--- src/rtl/dmem_access_seq.sv ---
// Load/store sequencer between the decoder and a request/grant data bus.
// Formats byte enables, store lanes and load results; stalls the pipe until the access ends.
module dmem_access_seq #(
  parameter int unsigned XLEN    = 32,
  parameter int unsigned TIMEOUT = 16,
  parameter int unsigned TO_W    = $clog2(TIMEOUT + 1)
) (
  input  logic            clk,
  input  logic            rst_n,
  input  logic            mem_rd,
  input  logic            mem_wr,
  input  logic [2:0]      mem_ctrl,
  input  logic [XLEN-1:0] addr,
  input  logic [XLEN-1:0] wdata,
  output logic            stall,
  output logic [XLEN-1:0] rdata,
  output logic            rdata_valid,
  output logic            fault,
  output logic [1:0]      fault_cause,
  output logic            bus_req,
  output logic            bus_we,
  output logic [XLEN-1:0] bus_addr,
  output logic [3:0]      bus_be,
  output logic [XLEN-1:0] bus_wdata,
  input  logic            bus_gnt,
  input  logic            bus_rvalid,
  input  logic [XLEN-1:0] bus_rdata
);

  typedef enum logic [1:0] {S_IDLE, S_REQ, S_WAIT, S_DONE} state_t;

  localparam int unsigned CNT_LAST = TIMEOUT - 1;
  localparam logic [1:0]  SZ_BYTE  = 2'd0;
  localparam logic [1:0]  SZ_HALF  = 2'd1;
  localparam logic [1:0]  SZ_WORD  = 2'd2;

  state_t          state, state_nxt;
  logic [TO_W-1:0] cnt;
  logic [XLEN-1:0] addr_q, wdata_q;
  logic [2:0]      ctrl_q;
  logic            we_q;
  logic            timed_out;

  logic            start_c, enc_err_c, mis_c, go_c, last_c, timeout_c;
  logic [1:0]      sz_in_c, sz_q_c;
  logic [3:0]      be_c;
  logic [XLEN-1:0] wlane_c, shifted_c, fmt_c;

  function automatic logic [1:0] size_of(input logic [2:0] c);
    case (c)
      3'b000, 3'b011, 3'b101: size_of = SZ_BYTE;
      3'b001, 3'b100, 3'b110: size_of = SZ_HALF;
      default:                size_of = SZ_WORD;
    endcase
  endfunction

  // Start-cycle qualification: encoding first, then alignment
  always_comb begin
    sz_in_c   = size_of(mem_ctrl);
    start_c   = (state == S_IDLE) && (mem_rd || mem_wr);
    enc_err_c = start_c && (mem_wr ? (mem_ctrl < 3'd5) : (mem_ctrl > 3'd4));
    mis_c     = start_c && !enc_err_c &&
                (((sz_in_c == SZ_HALF) && addr[0]) ||
                 ((sz_in_c == SZ_WORD) && (addr[1:0] != 2'b00)));
    go_c      = start_c && !enc_err_c && !mis_c;
    last_c    = (cnt == TO_W'(CNT_LAST));
    // A load granted on the last budgeted cycle still counts as incomplete
    timeout_c = last_c &&
                (((state == S_REQ) && !(bus_gnt && we_q)) ||
                 ((state == S_WAIT) && !bus_rvalid));
  end

  // Lane steering from the latched access
  always_comb begin
    sz_q_c = size_of(ctrl_q);
    case (sz_q_c)
      SZ_BYTE: begin
        be_c    = 4'b0001 << addr_q[1:0];
        wlane_c = {4{wdata_q[7:0]}};
      end
      SZ_HALF: begin
        be_c    = 4'b0011 << addr_q[1:0];
        wlane_c = {2{wdata_q[15:0]}};
      end
      default: begin
        be_c    = 4'b1111;
        wlane_c = wdata_q;
      end
    endcase
    shifted_c = bus_rdata >> {addr_q[1:0], 3'b000};
    case (ctrl_q)
      3'b000:  fmt_c = {{24{shifted_c[7]}}, shifted_c[7:0]};
      3'b011:  fmt_c = {24'd0, shifted_c[7:0]};
      3'b001:  fmt_c = {{16{shifted_c[15]}}, shifted_c[15:0]};
      3'b100:  fmt_c = {16'd0, shifted_c[15:0]};
      default: fmt_c = bus_rdata;
    endcase
  end

  always_ff @(posedge clk or negedge rst_n) begin
    if (!rst_n) state <= S_IDLE;
    else        state <= state_nxt;
  end

  always_comb begin
    state_nxt = state;
    case (state)
      S_IDLE: if (go_c) state_nxt = S_REQ;
      S_REQ: begin
        if (bus_gnt && we_q)  state_nxt = S_DONE;
        else if (last_c)      state_nxt = S_DONE;
        else if (bus_gnt)     state_nxt = S_WAIT;
      end
      S_WAIT: if (bus_rvalid || last_c) state_nxt = S_DONE;
      S_DONE: state_nxt = S_IDLE;
      default: state_nxt = S_IDLE;
    endcase
  end

  // Access latches, timeout counter and load result
  always_ff @(posedge clk or negedge rst_n) begin
    if (!rst_n) begin
      cnt       <= '0;
      addr_q    <= '0;
      wdata_q   <= '0;
      ctrl_q    <= '0;
      we_q      <= 1'b0;
      timed_out <= 1'b0;
      rdata     <= '0;
    end else begin
      if (go_c) begin
        cnt       <= '0;
        addr_q    <= addr;
        wdata_q   <= wdata;
        ctrl_q    <= mem_ctrl;
        we_q      <= mem_wr;
        timed_out <= 1'b0;
      end else if ((state == S_REQ) || (state == S_WAIT)) begin
        cnt <= cnt + TO_W'(1);
      end
      if (timeout_c) begin
        timed_out <= 1'b1;
        rdata     <= '0;
      end else if ((state == S_WAIT) && bus_rvalid) begin
        rdata <= fmt_c;
      end
    end
  end

  always_comb begin
    stall       = 1'b0;
    rdata_valid = 1'b0;
    fault       = 1'b0;
    fault_cause = 2'b00;
    bus_req     = 1'b0;
    bus_we      = 1'b0;
    bus_addr    = '0;
    bus_be      = 4'b0000;
    bus_wdata   = '0;
    case (state)
      S_IDLE: begin
        stall = go_c;
        if (enc_err_c) begin
          fault       = 1'b1;
          fault_cause = 2'b10;
        end else if (mis_c) begin
          fault       = 1'b1;
          fault_cause = 2'b01;
        end
      end
      S_REQ: begin
        stall     = 1'b1;
        bus_req   = 1'b1;
        bus_we    = we_q;
        bus_addr  = {addr_q[XLEN-1:2], 2'b00};
        bus_be    = be_c;
        bus_wdata = we_q ? wlane_c : '0;
      end
      S_WAIT: stall = 1'b1;
      S_DONE: begin
        if (timed_out) begin
          fault       = 1'b1;
          fault_cause = 2'b11;
        end else begin
          rdata_valid = !we_q;
        end
      end
      default: ;
    endcase
  end

endmodule

--- config.mk ---
export PLATFORM = sky130hd
export DESIGN_NAME = dmem_access_seq
export DESIGN_NICKNAME = d
export VERILOG_FILES = /design/src/rtl/dmem_access_seq.sv
export SDC_FILE = /design/constraint.sdc
export NUM_CORES = 1
export LEC_CHECK = 0
export ABC_AREA = 1
export CAP_MARGIN = 20
export CELL_PAD_IN_SITES_DETAIL_PLACEMENT = 1
export CELL_PAD_IN_SITES_GLOBAL_PLACEMENT = 2
export CORE_MARGIN = 2
export CORE_UTILIZATION = 22
export DETAILED_ROUTE_END_ITERATION = 12
export PLACE_DENSITY = 0.84
export SLEW_MARGIN = 20
export SYNTH_ARGS = -nofsm -noshare
export SYNTH_HDL_FRONTEND = slang
export SYNTH_SLANG_ARGS = --single-unit
--- constraint.sdc ---
create_clock -name clk -period 1.6 [get_ports clk]
set_clock_uncertainty 0.05 [all_clocks]
set_input_delay 0.24 -clock clk [delete_from_list [all_inputs] [get_ports clk]]
set_output_delay 0.24 -clock clk [all_outputs]
set_load 0.05 [all_outputs]
==> flow_summary_export.csv <==
group,metric,value,unit
timing,setup_viol,181,
run_status,outcome,"finished, violations left",
power_and_ir_drop,p_leak,0.006464,uW
yosys,avgSynthCellArea,7.008,um^2
run_status,violations,"negative setup slack",
worst_setup_path,crit_path_max_fanout,7,
clocking,clk_pin_slew,0.08,ns
floorplan,num_rows,60,
yosys,ys_seq_area_frac,0.4510,
clocking,h-tree-depth,3,
grt,grt_usage,0.2055,
detailed_routing,drt-total-wl,30.68,mm
worst_setup_path,worst_ep_arrival_time,2.03,ns
grt,gr-total-overflow,0,
timing,rsz0062_at_grt,"yes",
power_and_ir_drop,switching_share,0.5018,
power_and_ir_drop,ir_worst_vdd,1.060,mV
grt,grt_max_degree,59,
detailed_routing,antenna_left,0,
timing,layout_setup_ws,-0.7229,ns
worst_setup_path,cp-start-kind,"flip-flop",
timing,final_hold_viol_count,0,
place,hpwlAfterDp,17.93,mm
timing,max_freq,0.4305,GHz
floorplan,core,26880,um^2
place,port_buffers,209,
power_and_ir_drop,p_switching,14770,uW
power_and_ir_drop,p_int,14660,uW
place,place_inst,1454,
power_and_ir_drop,pwr-share-comb,0.731,
worst_setup_path,cp.required,1.31,ns
detailed_routing,via_per_inst,4.564,
clocking,root_buffer,"clkbuf_16",
timing,finalSetupTns,-82.09,ns
detailed_routing,firstDrtPassIters,5,
finish,layout.nets,1316,
detailed_routing,vias,7088,
finish,drive_gt1_frac,0.5603,
yosys,synth_cell_types,34,
place,pre_cts_ws,-0.5395,ns
timing,fin_crit_sh,1.452,
clocking,numCtsBuffers,9,
clocking,cts_tree,"built",
finish,fin_area,13760,um^2
floorplan,start_util,0.2230,
worst_setup_path,critPathCaptureType,"output port",
worst_setup_path,slowest_delay,0.43,ns
timing,finalMaxSlewViolations,0,
worst_setup_path,path_class,"reg2out",
yosys,synth-seq-cells,108,
clocking,clock_latency,0.37,ns
grt,antenna_found_initial,2,
clocking,clock_path_buffers,2,
power_and_ir_drop,seq_power_share,0.185,
yosys,synth_area,5992,um^2
worst_setup_path,crit_chain,"buf_6 > o21ai_4 > nand2_8 > nand2_8 > clkinvlp_4 > buf_12 > nor2_4 > nor2_4 > buf_12",
detailed_routing,wl_per_cell,19.75,um
finish,final_cells,1553,
place,routabilityCongestion,0.8219,
clocking,clock-sinks,108,
power_and_ir_drop,power_per_cell_area,2139,nW/um^2
min_path,hold_path.class,"in2reg",
floorplan,dieArea,28570,um^2
floorplan,die_h,169.0,um
worst_setup_path,cpMaxStageDelayCell,"dfrtp_1",
grt,grt_pass1_wl,44.79,mm
yosys,syn_inst,855,
grt,grt_pass1_vias,7818,
timing,post-route-min-period,2.323,ns
detailed_routing,drc,0,
power_and_ir_drop,pwr-share-clk,0.084,
floorplan,fp.dieW,169.0,um
floorplan,ios,212,
finish,syn2layout_area_growth,129.6,%
place,place_area,10350,um^2
detailed_routing,drt_iter0_drc,370,
flow_run,maxCapViolations,0,
yosys,synth_warnings,0,
## final timing paths
check                             from       endpoint  slack, ns  depth (start not counted)
hold reg to reg              rdata[26]      rdata[26]       0.44                          2
setup / recovery             ctrl_q[1]  bus_wdata[22]      -0.72                          9
hold / removal             mem_ctrl[0]      ctrl_q[0]       0.24                          3
min in group asynchronous        rst_n       rdata[3]       0.35                          3
max in group asynchronous        rst_n     addr_q[25]       0.82                          3
setup reg to reg              state[1]     wdata_q[6]      -0.47                         14
## what timing repair did
action	CTS	global route
setup buffers	47	32
endpoints found under the hold margin	108	0
gates resized for setup	289	285
cloned	25	3
pin swaps	49	76
endpoints found under the setup margin	178	181
hold buffers	1	0
## cells in the final DEF (no fill, tap or decap), types with 7 or more instances in the layout
cell and instances:
nor2_1 37, nand2_1 196, nand3_1 20, buf_8 14, nor2_2 9, o21ai_2 18, buf_12 113, buf_4 90
a21oi_1 7, buf_6 30, clkbuf_16 12, nand2_2 99, o211ai_1 9, buf_16 17, clkdlybuf4s50_1 100, o21ai_4 11
inv_2 11, clkinvlp_4 37, o21ai_0 12, nor2_4 61, inv_1 25, a21oi_4 7, nand2_4 104, dfrtp_1 106
## cell usage after synthesis
library cell | number | area, um^2
a31oi_1 | 2 | 12.51
o21ai_0 | 30 | 150.1
ha_1 | 6 | 75.07
inv_6 | 1 | 8.760
inv_1 | 72 | 270.3
nand2_1 | 396 | 1486
nand3_1 | 21 | 105.1
buf_6 | 7 | 78.83
buf_4 | 10 | 75.07
a21oi_4 | 1 | 16.27
o21ai_2 | 1 | 8.760
xor2_1 | 1 | 8.760
buf_2 | 13 | 65.06
nor3_1 | 3 | 15.01
o211ai_2 | 1 | 12.51
nand2_2 | 4 | 25.02
o21ai_1 | 13 | 65.06
conb_1 | 1 | 3.750
or2_1 | 6 | 37.54
nor2_1 | 100 | 375.4
o211ai_1 | 9 | 67.56
nor2_4 | 5 | 56.30
dfrtp_1 | 108 | 2703
or2_2 | 2 | 12.51
clkbuf_1 | 6 | 22.52
o22ai_1 | 6 | 37.54
o21a_1 | 1 | 7.510
inv_2 | 5 | 18.77
nor3b_1 | 1 | 7.510
nor2_2 | 2 | 12.51
nand3_4 | 2 | 35.03
nand2_4 | 3 | 33.78
a21oi_1 | 15 | 75.07
nand3b_1 | 1 | 7.510
## sequential cells by signal, indices dropped and copies added, names as in the netlist
register and count:
cnt 5, wdata_q 32, state 2, timed_out 1, we_q 1, ctrl_q 3
rdata 32, addr_q 32
## power groups by stage
| stage | combinational (uW) | sequential (uW) | clock [uW] |
|---|---|---|---|
| CTS | 19400 | 5210 | 2510 |
| global placement | 15500 | 4990 | 0 |
| floorplan | 8410 | 5950 | 0 |
| finish | 21500 | 5450 | 2470 |
| global route | 22700 | 5600 | 2650 |
| detailed placement | 15800 | 5020 | 0 |
## metal layers
layer  GRT usage  part of all wire  up-vias
li1            -                 -     3322
met1      0.2383              0.38     3507
met2      0.3712              0.53      221
met3     0.05892             0.062       38
met4     0.05351             0.023        0
met5           0                 0        -
## cell families (layout without fill, tap and decap cells)
| group | Yosys count | after routing | synth area share |
|---|---|---|---|
| AOI/OAI and AO/OA | 79 | 79 | 0.07559 |
| xor gates and xnor gates | 1 | 1 | 0.001462 |
| adders and majority gates | 6 | 6 | 0.01253 |
| buffers and inverters | 114 | 466 | 0.09000 |
| DFF | 108 | 108 | 0.4510 |
| other | 1 | 4 | 0.0006258 |
| and+or+nand+nor | 546 | 548 | 0.3688 |
## metrics by stage
step | hold slack [ns] | util | power (uW)
floorplan | -0.1056 | - | 14360
CTS | 0.2223 | 0.4748 | 27170
global route | 0.2445 | 0.5118 | 30940
finish | 0.2358 | 0.5120 | 29430
global placement | 0.2209 | 0.3851 | 20480
detailed placement | 0.2194 | 0.3851 | 20810
## critical path: cells and delay by family, from the launching register on
| kind | cells | cell delay [ns] |
|---|---|---|
| buffers and inverters | 4 | 0.56 |
| AO/OA/AOI/OAI | 1 | 0.23 |
| flip-flops | 1 | 0.43 |
| AND/OR/NAND/NOR | 4 | 0.42 |
## layout make-up
cell class	count	area, um^2
antenna	2	5.005
clock buffer	9	225.2
clock inverter	7	93.84
fill	2914	13120
inverter	78	467.9
multi-input combinational	636	4753
sequential	108	2705
tap	341	426.7
timing repair buffer	371	5066
timing repair inverter	1	16.27
Note: power is estimated with default switching activity, not from simulation.
